## config.mk

```make
export PLATFORM = sky130hd
export DESIGN_NAME = hazard_controller
export DESIGN_NICKNAME = d
export VERILOG_FILES = /design/src/rtl/hazard_controller.sv
export SDC_FILE = /design/constraint.sdc
export NUM_CORES = 1
export LEC_CHECK = 0
export ABC_AREA = 1
export ABC_CLOCK_PERIOD_IN_PS = 2800
export CORE_AREA = 4 4 78 80
export CTS_CLUSTER_DIAMETER = 150
export DETAILED_ROUTE_END_ITERATION = 6
export DIE_AREA = 0 0 82 84
export PLACE_DENSITY = 0.81
export SETUP_SLACK_MARGIN = 0.15
export SYNTH_ARGS = -nofsm -noshare
export SYNTH_HDL_FRONTEND = slang
export SYNTH_SLANG_ARGS = --single-unit
```

## constraint.sdc

```tcl
create_clock -name hc_clk -period 2.8 [get_ports hc_clk]
set_input_delay 0.42 -clock hc_clk [delete_from_list [all_inputs] [get_ports hc_clk]]
set_output_delay 0.42 -clock hc_clk [all_outputs]
set_load 0.01 [all_outputs]
```

## src/rtl/hazard_controller.sv

```systemverilog
// Hazard and forwarding sequencer for the 5-stage MIPS pipeline.
// Detects load-use and branch-compare dependencies against EX/MEM, inserts
// bubbles through a small RUN/STALL machine, freezes everything while data
// memory is busy, and keeps a sticky memory watchdog plus a stall counter.
module hazard_controller #(
  parameter int AWIDTH    = 5,
  parameter int TIMEOUT   = 16,
  parameter int CNT_WIDTH = 16
) (
  input  logic                 hc_clk,
  input  logic                 hc_rst,
  input  logic                 hc_i_ce,
  input  logic [AWIDTH-1:0]    hc_i_id_addr_rs,
  input  logic [AWIDTH-1:0]    hc_i_id_addr_rt,
  input  logic                 hc_i_id_use_rt,
  input  logic                 hc_i_id_cmp,
  input  logic                 hc_i_id_redirect,
  input  logic [AWIDTH-1:0]    hc_i_ex_addr_rs,
  input  logic [AWIDTH-1:0]    hc_i_ex_addr_rt,
  input  logic [AWIDTH-1:0]    hc_i_ex_addr_rd,
  input  logic                 hc_i_ex_reg_wr,
  input  logic                 hc_i_ex_memtoreg,
  input  logic [AWIDTH-1:0]    hc_i_mem_addr_rd,
  input  logic                 hc_i_mem_reg_wr,
  input  logic                 hc_i_mem_memtoreg,
  input  logic [AWIDTH-1:0]    hc_i_wb_addr_rd,
  input  logic                 hc_i_wb_reg_wr,
  input  logic                 hc_i_mem_ready,
  output logic                 hc_o_pc_stall,
  output logic                 hc_o_ifid_stall,
  output logic                 hc_o_ifid_flush,
  output logic                 hc_o_idex_flush,
  output logic                 hc_o_freeze,
  output logic [1:0]           hc_o_fwd_a,
  output logic [1:0]           hc_o_fwd_b,
  output logic                 hc_o_fwd_id_a,
  output logic                 hc_o_fwd_id_b,
  output logic                 hc_o_timeout,
  output logic [CNT_WIDTH-1:0] hc_o_stall_cycles
);

  localparam int WAIT_W = $clog2(TIMEOUT + 1);
  localparam logic [WAIT_W-1:0] WAIT_MAX  = WAIT_W'(TIMEOUT);
  localparam logic [WAIT_W-1:0] WAIT_LAST = WAIT_W'(TIMEOUT - 1);

  typedef enum logic {RUN, STALL} state_t;

  state_t              state;
  logic [1:0]          bub_cnt;
  logic [WAIT_W-1:0]   wait_cnt;

  logic                active;
  logic                ex_hit_rs, ex_hit_rt, mem_hit_rs, mem_hit_rt;
  logic [1:0]          need_rs, need_rt, need;
  logic                in_stall;

  // A decode source matches a producer only if it really writes a nonzero register.
  function automatic logic reg_hit(input logic wr, input logic [AWIDTH-1:0] rd,
                                   input logic [AWIDTH-1:0] src);
    return wr && (rd != '0) && (rd == src);
  endfunction

  // Bubbles owed for one decode source; an EX match is always the newest value,
  // so it dominates any MEM match on the same register.
  function automatic logic [1:0] bubble_need(input logic ex_hit, input logic ex_ld,
                                             input logic mem_hit, input logic mem_ld,
                                             input logic cmp);
    logic [1:0] n;
    n = 2'd0;
    if (ex_hit)
      n = ex_ld ? (cmp ? 2'd2 : 2'd1) : (cmp ? 2'd1 : 2'd0);
    else if (mem_hit && mem_ld && cmp)
      n = 2'd1;
    return n;
  endfunction

  // EX operand select: MEM/ALU result beats WB; loads in MEM are not yet forwardable.
  function automatic logic [1:0] ex_fwd(input logic [AWIDTH-1:0] src,
                                        input logic mem_wr, input logic mem_ld,
                                        input logic [AWIDTH-1:0] mem_rd,
                                        input logic wb_wr, input logic [AWIDTH-1:0] wb_rd);
    logic [1:0] sel;
    sel = 2'b00;
    if (mem_wr && !mem_ld && (mem_rd != '0) && (mem_rd == src))
      sel = 2'b10;
    else if (wb_wr && (wb_rd != '0) && (wb_rd == src))
      sel = 2'b01;
    return sel;
  endfunction

  function automatic logic [CNT_WIDTH-1:0] sat_inc(input logic [CNT_WIDTH-1:0] v);
    return (v == {CNT_WIDTH{1'b1}}) ? v : v + CNT_WIDTH'(1);
  endfunction

  assign active     = hc_i_ce && !hc_rst;
  assign ex_hit_rs  = reg_hit(hc_i_ex_reg_wr, hc_i_ex_addr_rd, hc_i_id_addr_rs);
  assign ex_hit_rt  = hc_i_id_use_rt && reg_hit(hc_i_ex_reg_wr, hc_i_ex_addr_rd, hc_i_id_addr_rt);
  assign mem_hit_rs = reg_hit(hc_i_mem_reg_wr, hc_i_mem_addr_rd, hc_i_id_addr_rs);
  assign mem_hit_rt = hc_i_id_use_rt && reg_hit(hc_i_mem_reg_wr, hc_i_mem_addr_rd, hc_i_id_addr_rt);
  assign need_rs    = bubble_need(ex_hit_rs, hc_i_ex_memtoreg, mem_hit_rs, hc_i_mem_memtoreg, hc_i_id_cmp);
  assign need_rt    = bubble_need(ex_hit_rt, hc_i_ex_memtoreg, mem_hit_rt, hc_i_mem_memtoreg, hc_i_id_cmp);
  assign need       = (need_rs > need_rt) ? need_rs : need_rt;
  assign in_stall   = (state == STALL) || (need != 2'd0);

  // Combinational pipeline controls; freeze overrides any bubble insertion.
  always_comb begin
    hc_o_freeze     = active && !hc_i_mem_ready;
    hc_o_pc_stall   = active && (in_stall || !hc_i_mem_ready);
    hc_o_ifid_stall = hc_o_pc_stall;
    hc_o_idex_flush = active && in_stall && hc_i_mem_ready;
    hc_o_ifid_flush = active && hc_i_id_redirect && !in_stall && hc_i_mem_ready;
    hc_o_fwd_a      = 2'b00;
    hc_o_fwd_b      = 2'b00;
    hc_o_fwd_id_a   = 1'b0;
    hc_o_fwd_id_b   = 1'b0;
    if (active) begin
      hc_o_fwd_a    = ex_fwd(hc_i_ex_addr_rs, hc_i_mem_reg_wr, hc_i_mem_memtoreg,
                             hc_i_mem_addr_rd, hc_i_wb_reg_wr, hc_i_wb_addr_rd);
      hc_o_fwd_b    = ex_fwd(hc_i_ex_addr_rt, hc_i_mem_reg_wr, hc_i_mem_memtoreg,
                             hc_i_mem_addr_rd, hc_i_wb_reg_wr, hc_i_wb_addr_rd);
      hc_o_fwd_id_a = hc_i_id_cmp && !hc_i_mem_memtoreg &&
                      reg_hit(hc_i_mem_reg_wr, hc_i_mem_addr_rd, hc_i_id_addr_rs);
      hc_o_fwd_id_b = hc_i_id_cmp && !hc_i_mem_memtoreg &&
                      reg_hit(hc_i_mem_reg_wr, hc_i_mem_addr_rd, hc_i_id_addr_rt);
    end
  end

  // Bubble sequencer: a two-bubble hazard parks in STALL; freeze and ce=0 hold it.
  always_ff @(posedge hc_clk) begin
    if (hc_rst) begin
      state   <= RUN;
      bub_cnt <= 2'd0;
    end else if (hc_i_ce && hc_i_mem_ready) begin
      case (state)
        RUN: begin
          if (need == 2'd2) begin
            bub_cnt <= 2'd1;
            state   <= STALL;
          end
        end
        STALL: begin
          bub_cnt <= bub_cnt - 2'd1;
          if (bub_cnt <= 2'd1)
            state <= RUN;
        end
        default: state <= RUN;
      endcase
    end
  end

  // Memory watchdog: counts consecutive not-ready cycles, timeout is sticky until reset.
  always_ff @(posedge hc_clk) begin
    if (hc_rst) begin
      wait_cnt     <= '0;
      hc_o_timeout <= 1'b0;
    end else if (hc_i_ce) begin
      if (!hc_i_mem_ready) begin
        if (wait_cnt != WAIT_MAX)
          wait_cnt <= wait_cnt + WAIT_W'(1);
        if (wait_cnt >= WAIT_LAST)
          hc_o_timeout <= 1'b1;
      end else begin
        wait_cnt <= '0;
      end
    end
  end

  // Performance counter of cycles in which the PC was held.
  always_ff @(posedge hc_clk) begin
    if (hc_rst)
      hc_o_stall_cycles <= '0;
    else if (hc_o_pc_stall)
      hc_o_stall_cycles <= sat_inc(hc_o_stall_cycles);
  end

endmodule

```

# Word level (Yosys, flattened, before mapping)

Index checks and enable logic that the tools add are counted.

Register bits: 25
Output and inout port bits: 28

Mux-type cells: 23
Bitwise logic cells: 3
$add $sub $neg: 3
Reductions and logical operators: 46
Magnitude comparators: 3
Equality and inequality tests: 12

Operators by type and width:

| cell                  | number |
|---|---|
| $eq 5x5->1            | 8 |
| $logic_and 1x1->1     | 31 |
| $mux 2                | 10 |
| $add 16x1->16 const B | 1 |
| $eq 16x16->1 const B  | 1 |
| $reduce_bool 5->1     | 3 |
| $mux 5                | 2 |
| $mux 1                | 9 |
| $reduce_and 2->1      | 3 |
| $add 5x1->5 const B   | 1 |
| $ge 5x4->1 const B    | 1 |
| $ne 5x5->1 const B    | 1 |
| $logic_not 1->1       | 4 |
| $pmux 2 s2            | 1 |
| $reduce_bool 2->1     | 2 |
| $not 1->1             | 3 |
| $reduce_and 3->1      | 1 |
| $eq 2x2->1 const B    | 1 |
| $gt 2x2->1            | 1 |
| $le 2x1->1 const B    | 1 |
| $logic_or 1x1->1      | 2 |
| $ne 2x2->1 const B    | 1 |
| $pmux 1 s2            | 1 |
| $sub 2x1->2 const B   | 1 |

# Depth between registers and ports, before layout

Gate-level depths: netlist (run 1).

Word-level depth: 15
Gate-level depth with buffers: 20

# Worst setup path before layout (run 1)

No wires, ideal clock.

Path type: input -> output
Start: in hc_i_mem_addr_rd[3]
End: out hc_o_pc_stall
Stages: 17
Data required time: 2,380 ps
Data arrival time: 2,195 ps
Buffers on the path: 2
Setup slack: 185 ps
Cells stage by stage: buf_4 nor2_1 nand3_1 nand2_1 nor2_1 nand3_1 nand2_2 and2_1 ha_1 nand2_1 o21a_1 inv_1 nand3_2 nand3_1 nor2_1 nor2_1 buf_4

Word-level cells in the longest chain between the ends: 14
Elaborated cells on any way between the ends: 21

Ends and longest elaborated chain:

| element                        | RTL line | text |
|---|---|---|
| from (decl)                    | 23       | `input logic [AWIDTH-1:0] hc_i_mem_addr_rd,` |
| $reduce_bool 5->1              | 60       | `return wr && (rd != '0) && (rd == src);` |
| $logic_and 1x1->1 (2 in a row) | 60       |  |
| $logic_and 1x1->1              | 99       | `assign mem_hit_rt = hc_i_id_use_rt && reg_hit(hc_i_mem_reg_wr, hc_i_mem_addr_rd, hc_i_id_addr_rt);` |
| $logic_and 1x1->1 (2 in a row) | 72       | `else if (mem_hit && mem_ld && cmp)` |
| $mux 1                         | 72       |  |
| $mux 2                         | 70       | `if (ex_hit)` |
| $gt 2x2->1                     | 102      | `assign need = (need_rs > need_rt) ? need_rs : need_rt;` |
| $mux 2 (*)                     | 102      |  |
| $reduce_bool 2->1 (*)          | 103      | `assign in_stall = (state == STALL) \|\| (need != 2'd0);` |
| $logic_or 1x1->1 (*)           | 103      |  |
| $logic_or 1x1->1 (*)           | 108      | `hc_o_pc_stall = active && (in_stall \|\| !hc_i_mem_ready);` |
| $logic_and 1x1->1 (*)          | 108      |  |
| to (decl)                      | 29       | `output logic hc_o_pc_stall,` |

Every way passes the cells marked *; elsewhere a longest branch is shown, timed or not.

# Worst setup path in the final report (run 1)

Start: in hc_i_mem_addr_rd[4]
End: out hc_o_idex_flush

Word-level cells in the longest chain between the ends: 14
Elaborated cells on any way between the ends: 21

Ends and longest elaborated chain:

| element                            | RTL line | text |
|---|---|---|
| $reduce_bool 5->1                  | 60       |  |
| $logic_and 1x1->1 (2 in a row)     | 60       |  |
| $logic_and 1x1->1                  | 99       |  |
| $logic_and 1x1->1 (2 in a row)     | 72       |  |
| $mux 1                             | 72       |  |
| $mux 2                             | 70       |  |
| $gt 2x2->1                         | 102      |  |
| $mux 2 (*)                         | 102      |  |
| $reduce_bool 2->1 (*)              | 103      |  |
| $logic_or 1x1->1 (*)               | 103      |  |
| $logic_and 1x1->1 (*) (2 in a row) | 110      | `hc_o_idex_flush = active && in_stall && hc_i_mem_ready;` |
| to (decl)                          | 32       | `output logic hc_o_idex_flush,` |

Marked as above.

==> results of run 1 <==
==> power by group <==
group / switching, mW / internal [mW]
clock network: 0.124 / 0.102
logic: 0.177 / 0.172
registers: 0.00366 / 0.359
total: 0.305 / 0.632
==> synth_stat cells, types with 2 or more instances <==
| master | number |
|---|---|
| nor3_1 | 7 |
| nand3_1 | 25 |
| buf_4 | 4 |
| inv_1 | 77 |
| xor2_1 | 23 |
| buf_6 | 6 |
| xnor2_1 | 4 |
| nand4_1 | 25 |
| a21oi_1 | 8 |
| nor2_2 | 4 |
| nor4_1 | 5 |
| o21ai_0 | 5 |
| a31oi_1 | 2 |
| dfxtp_1 | 25 |
| ha_1 | 9 |
| nand2_1 | 93 |
| nor2_1 | 59 |
| nand3_2 | 12 |
| o21ai_1 | 2 |
| nand2_2 | 3 |
| inv_2 | 7 |
| clkbuf_1 | 2 |
==> kinds of logic after synthesis <==
family | count (synthesis) | synth area share
fa+ha+maj | 9 | 0.0435
simple gates | 240 | 0.449
flops | 25 | 0.193
compound gates | 22 | 0.0493
xor+xnor | 27 | 0.0913
buf+inv | 99 | 0.174
==> registers in the layout, indices dropped and copies added (netlist names) <==
register / count
wait_cnt: 5
hc_o_stall_cycles: 16
bub_cnt: 2
hc_o_timeout: 1
state: 1
==> area by class of cell <==
type	count	area [sq um]	share of cell area
sequential	25	500	0.124
clock buffer	4	45.0	0.0112
timing repair buffer	130	1220	0.303
tap	72	90.1	0.0224
inverter	85	329	0.0818
multi-input combinational	298	1840	0.457
==> layer usage <==
| metal | up-vias | wire, um | GRT usage |
|---|---|---|---|
| met4 | 0 | 296 | 0.0695 |
| met1 | 1486 | 3430 | 0.274 |
| met3 | 29 | 489 | 0.0324 |
| met5 | - | 0 | 0 |
| li1 | 1570 | - | - |
| met2 | 127 | 4790 | 0.444 |
==> through the flow <==
| stage | power, mW | std cells | TNS, ns | hold WS [ns] |
|---|---|---|---|---|
| 3_5_place_dp | 0.643 | 585 | -6.71 | 0.454 |
| 3_3_place_gp | 0.637 | 585 | -5.12 | 0.451 |
| 5_1_grt | 0.980 | 614 | -1.54 | 0.498 |
| 4_1_cts | 0.880 | 608 | 0 | 0.477 |
| 2_1_floorplan | 0.511 | 422 | 0 | 0.452 |
| 6_report | 0.937 | 614 | -0.210 | 0.481 |
==> path summary, 6_finish.rpt <==
kind,endpoint,slack [ns],depth (start not counted)
max,hc_o_idex_flush,-0.06,16
min reg2reg,hc_o_timeout,0.48,2
min,hc_o_timeout,0.48,2
max reg2reg,hc_o_stall_cycles[15],0.88,12
==> worst max-delay path, stage by stage <==
cell and delay (ns):
clkbuf_4 0.15, xor2_1 0.19, nor2_2 0.19, nand4_1 0.19
nand2_2 0.12, nand2_2 0.08, ha_4 0.25, nand2_2 0.07
o21a_1 0.20, inv_2 0.08, nand3_4 0.08, nand3_2 0.09
buf_6 0.14, nand3_2 0.04, inv_1 0.04, buf_2 0.13
==> timing repair <==
action,in CTS,in global routing
pin swaps,35,54
setup buffers,19,2
gates cloned,0,4
resized for setup,141,73
endpoints found under the setup margin,24,26
endpoints found under the hold margin,0,0
==> summary.txt, run 1 <==
Run status
  • Status: complete, but fails checks
  • Violated checks: negative setup slack

Route
  • Routed vias: 3212
  • WL per Instance: 14.7 um
  • Remaining antenna violation count: 0
  • Drt first-iter violations: 148
  • Pre-antenna DRT Iters: 5
  • Vias/cell: roughly 5.2
  • Final wirelength: 9010 um
  • DRC violations left: 0

Yosys
  • Top FF cell, synth: dfxtp_1
  • Post-synth EDFFs: 0
  • Synth top area cells: dfxtp_1 (19%), nand2_1 (13%), inv_1 (11%)
  • Mapped Area: 2590 sq um
  • Post-synthesis cell type count: 37
  • Ys Warns: 0
  • Syn Area/Cell: about 6 sq um
  • Yosys reg bits: 25
  • Area leader, netlist: dfxtp_1
  • Synth top area share: 0.193
  • Syn_nets: roughly 480
  • Gate Count Post-Synth: 422
  • Fraction of registers with async set/reset: 0
  • Sequential area share after synthesis: 0.193

GRT
  • Grt total ovfl: 0
  • Initial antenna violation count: 0
  • Global-route usage over all layers: 0.239
  • Vias in the first global route: between 3000 and 4000
  • Pin count of the biggest net entering global routing: 32
  • First-pass GRT wire length: ~13000 um

Finish
  • Commonest cells after routing, fill and taps aside: nand2_1 (78), inv_1 (62), nor2_1 (47)
  • Fillers: roughly 410
  • Layout Utilization: 0.744
  • N_diodes: 0
  • Non-Filler Cell Area, Final: 4020 sq um
  • Commonest non-fill, non-tap cell in the layout: nand2_1
  • Layout cell share with drive strength beyond 1: 0.323
  • Final net count: 599
  • P&R area growth vs syn: 55.3%

Floorplanning
  • Die Y-Extent: between 80 and 90 um
  • Core Region: 5410 sq um
  • Die area: between 6000 and 7000 sq um
  • Die W: just over 80 um
  • Starting Density: 0.479
  • Ports: 75
  • Row count: 27

Timing
  • Clock skew: between 0.01 and 0.015 ns
  • Hold Vio Cnt, Final: 0
  • RSZ-0062 raised after global routing: yes
  • Worst Tran Pin Value: between 0.3 and 0.4 ns
  • Rel. slew slack: 0.739
  • Final setup violation count: 9
  • Tcrit/Tclk final: 1.02
  • Max-slew violation count: 0
  • Period minus WS final: 2.86 ns
  • Max Clock Freq: roughly 350 MHz
  • Final worst slack: -0.0594 ns

Min path
  • Worst hold path type: flip-flop to flip-flop
  • HP Start: hc_o_timeout

Placed design
  • DP Area: 3550 sq um
  • Port Buf Inserts: 74
  • GP Congestion: between 0.8 and 0.9
  • Dpl hpwl: 5670 um
  • Dpl ws: -0.762 ns

Critical path
  • Crit path DAT: between 2 and 2.5 ns
  • Setup CP Type: input pin to output port
  • Worst setup EP type: output port
  • Req. time, crit path: ~2.4 ns
  • FF-to-FF Start: hc_o_stall_cycles[0]
  • Crit path from: hc_i_mem_addr_rd[4]
  • Startpoint types: input pin
  • Critical path fanouts, max: 4

Clocking
  • CTS tree: built
  • CTS root buf: clkbuf_8
  • Num Clock Sinks: 25
  • Worst-Skew Late Latency: between 0.2 and 0.3 ns
  • Number of hold buffers added after CTS: 0
  • H-tree depth: 1
  • Deepest clock path buffer count: 2
  • Clock transition at path regs: about 0.09 ns
  • Num CTS Buffers: 3

Power and ir drop
  • Leakage: about 1.9 nW
  • Max IR drop VDD: around 0.00018 V
  • Power Density: approximately 230 nW/um^2

Flow run
  • Max-cap violations: 0
No activity file was read; power rests on OpenSTA's default activity.
==> inputs of run 2 (changes only) <==
--- a/config.mk
+++ b/config.mk
@@ -13,6 +13,7 @@
 export DIE_AREA = 0 0 82 84
 export PLACE_DENSITY = 0.81
 export SETUP_SLACK_MARGIN = 0.15
+export SLEW_MARGIN = 20
 export SYNTH_ARGS = -nofsm -noshare
 export SYNTH_HDL_FRONTEND = slang
 export SYNTH_SLANG_ARGS = --single-unit
==> results of run 2 <==
Final layout, timing and power as in run 1 (identical DEF).
==> inputs of run 3 (changes only) <==
--- a/config.mk
+++ b/config.mk
@@ -11,9 +11,9 @@
 export CTS_CLUSTER_DIAMETER = 150
 export DETAILED_ROUTE_END_ITERATION = 6
 export DIE_AREA = 0 0 82 84
-export PLACE_DENSITY = 0.81
+export PLACE_DENSITY_LB_ADDON = 0.05
+export REMOVE_ABC_BUFFERS = 1
 export SETUP_SLACK_MARGIN = 0.15
-export SLEW_MARGIN = 20
 export SYNTH_ARGS = -nofsm -noshare
 export SYNTH_HDL_FRONTEND = slang
 export SYNTH_SLANG_ARGS = --single-unit
==> summary.txt, run 3 (synthesis gave the netlist of run 1 again) <==
Timing
  • Max-slew violation count: 0 (unchanged)
  • Hold Vio Cnt, Final: 0 (unchanged)
  • Final worst slack: 0.129 ns (was -0.0594 ns)
  • Max Clock Freq: 374 MHz (was 350 MHz)
  • RSZ-0062 raised after global routing: yes (unchanged)
  • Clock skew: 0.00754 ns (was 0.0108 ns)
  • Tcrit/Tclk final: 0.954 (was 1.02)
  • Worst Tran Pin Value: 0.395 ns (was 0.387 ns)
  • Period minus WS final: 2.67 ns (was 2.86 ns)
  • Final setup violation count: 0 (was 9)
  • Rel. slew slack: 0.737 (was 0.739)

Route
  • Drt first-iter violations: 74 (was 148)
  • Routed vias: 3038 (was 3212)
  • Remaining antenna violation count: 0 (unchanged)
  • DRC violations left: 0 (unchanged)
  • Final wirelength: 7640 um (was 9010 um)
  • Pre-antenna DRT Iters: 4 (was 5)
  • Vias/cell: 4.98 (was 5.23)
  • WL per Instance: 12.5 um (was 14.7 um)

GRT
  • Met2 usage: 0.412 (was 0.444)
  • Initial antenna violation count: 0 (unchanged)
  • Met1 usage: 0.256 (was 0.274)
  • GR Util met3: 0.0324 (unchanged)
  • Grt total ovfl: 0 (unchanged)
  • Vias in the first global route: 2936 (was 3021)
  • Pin count of the biggest net entering global routing: 32 (unchanged)
  • Layer with the highest usage: met2 (unchanged)
  • Global-route usage over all layers: 0.223 (was 0.239)
  • First-pass GRT wire length: 12400 um (was 13300 um)

Finish
  • Commonest cells after routing, fill and taps aside: nand2_1 (86), inv_1 (67), nor2_1 (52) (was nand2_1 (78), inv_1 (62), nor2_1 (47))
  • Top Registers: hc_o_stall_cycles (16), wait_cnt (5), bub_cnt (2) (unchanged)
  • Layout Utilization: 0.719 (was 0.744)
  • Largest register FFs: 16 (unchanged)
  • Commonest non-fill, non-tap cell in the layout: nand2_1 (unchanged)
  • P&R area growth vs syn: 50.2% (was 55.3%)
  • Final net count: 595 (was 599)
  • Non-Filler Cell Area, Final: 3890 sq um (was 4020 sq um)
  • Layout cell share with drive strength beyond 1: 0.290 (was 0.323)
  • N_diodes: 0 (unchanged)
  • Top reg by flops: hc_o_stall_cycles (unchanged)

Clocking
  • CTS root buf: clkbuf_8 (unchanged)
  • H-tree depth: 1 (unchanged)
  • Deepest clock path buffer count: 2 (unchanged)
  • Clock transition at path regs: 0.10 ns (was 0.09 ns)
  • Worst-Skew Late Latency: 0.27 ns (was 0.28 ns)
  • CTS tree: built (unchanged)
  • Num Clock Sinks: 25 (unchanged)
  • Num CTS Buffers: 3 (unchanged)

Critical path
  • FF-to-FF setup slack: 0.87 ns (was 0.88 ns)
  • Setup CP Type: input pin to output port (unchanged)
  • Critical path fanouts, max: 3 (was 4)
  • Startpoint types: input pin (unchanged)
  • Worst setup EP type: output port (unchanged)
  • Req. time, crit path: 2.38 ns (about the same)
  • Crit path DAT: 2.25 ns (was 2.44 ns)

Floorplanning
  • Row count: 27 (unchanged)
  • Starting Density: 0.479 (unchanged)
  • Die Y-Extent: 84 um (unchanged)
  • Die area: 6890 sq um (unchanged)
  • Core Region: 5410 sq um (unchanged)
  • Ports: 75 (unchanged)
  • Die W: 82 um (unchanged)

Placed design
  • Dpl hpwl: 5710 um (was 5670 um)
  • Dpl ws: -0.760 ns (was -0.762 ns)
  • GP Congestion: 0.896 (was 0.887)
  • DP Area: 3560 sq um (was 3550 sq um)
  • Port Buf Inserts: 74 (unchanged)

Min path
  • Worst hold path type: flip-flop to flip-flop (unchanged)

Power and ir drop
  • Leakage: 1.82 nW (was 1.87 nW)
  • Power Density: 231 nW/um^2 (was 233 nW/um^2)
  • Total Power: 0.896 mW (was 0.937 mW)
  • Max IR drop VDD: 0.000214 V (was 0.000183 V)

Flow run
  • Max-cap violations: 0 (unchanged)

Run status
  • Status: finished, final reports clean (was complete, but fails checks)
run 3: cell count changes in the layout (fill, tap and decap cells not counted), sizes merged:
cell | previous run | this run
clkdlybuf4s50 | 41 | 40
clkinvlp | 0 | 1
clkbuf | 10 | 5
dlygate4sd2 | 5 | 6
run 3: final cells by class:
type / count / area (sq um)
clock buffer: 3 / 41.3
clock inverter: 1 / 7.51
fill: 459 / 1520
inverter: 85 / 322
multi-input combinational: 298 / 1810
sequential: 25 / 500
tap: 72 / 90.1
timing repair buffer: 126 / 1110
run 3: metal layers:
| metal | share of wire | wire [um] |
|---|---|---|
| met1 | 0.40 | 3040 |
| met3 | 0.053 | 407 |
| met2 | 0.53 | 4030 |
| met4 | 0.021 | 164 |
| met5 | 0 | 0 |
run 3: worst paths after layout:
kind,endpoint,depth (start not counted),startpoint
hold / removal,wait_cnt[2],1,wait_cnt[2]
setup / recovery,hc_o_ifid_stall,15,hc_i_id_addr_rs[1]
hold reg to reg,wait_cnt[2],1,wait_cnt[2]
setup reg to reg,hc_o_stall_cycles[15],12,hc_o_stall_cycles[0]
run 3: repair_timing:
action | in CTS | in global routing
setup buffers | 13 | 3
pin swaps | 35 | 32
setup endpoints to repair | 24 | 23
gates cloned | 0 | 2
gates resized for setup | 137 | 53
hold buffers | 0 | 0
run 3: worst max-delay path, cell delays in order:
cell	delay [ns]
buf_6	0.08
inv_2	0.03
nand2_1	0.06
nand4_1	0.11
nor2_2	0.20
nand4_1	0.23
ha_4	0.34
nor2_1	0.04
o21a_1	0.18
inv_1	0.07
nand3_2	0.07
nand3_2	0.09
nor2_1	0.05
nor2_1	0.12
buf_2	0.16
run 3: stage by stage:
step / instances / TNS, ns / hold slack [ns]
global placement: 588 / -5.52 / 0.457
floorplan: 408 / 0 / 0.451
CTS: 605 / 0 / 0.507
finish: 610 / 0 / 0.500
detailed placement: 588 / -6.40 / 0.489
global route: 610 / -0.106 / 0.528
run 3: where the power goes:
group	switching, mW	internal, mW	leakage (nW)
Sequential	0.00325	0.359	0.202
Clock	0.122	0.101	0.0217
Combinational	0.157	0.155	1.59
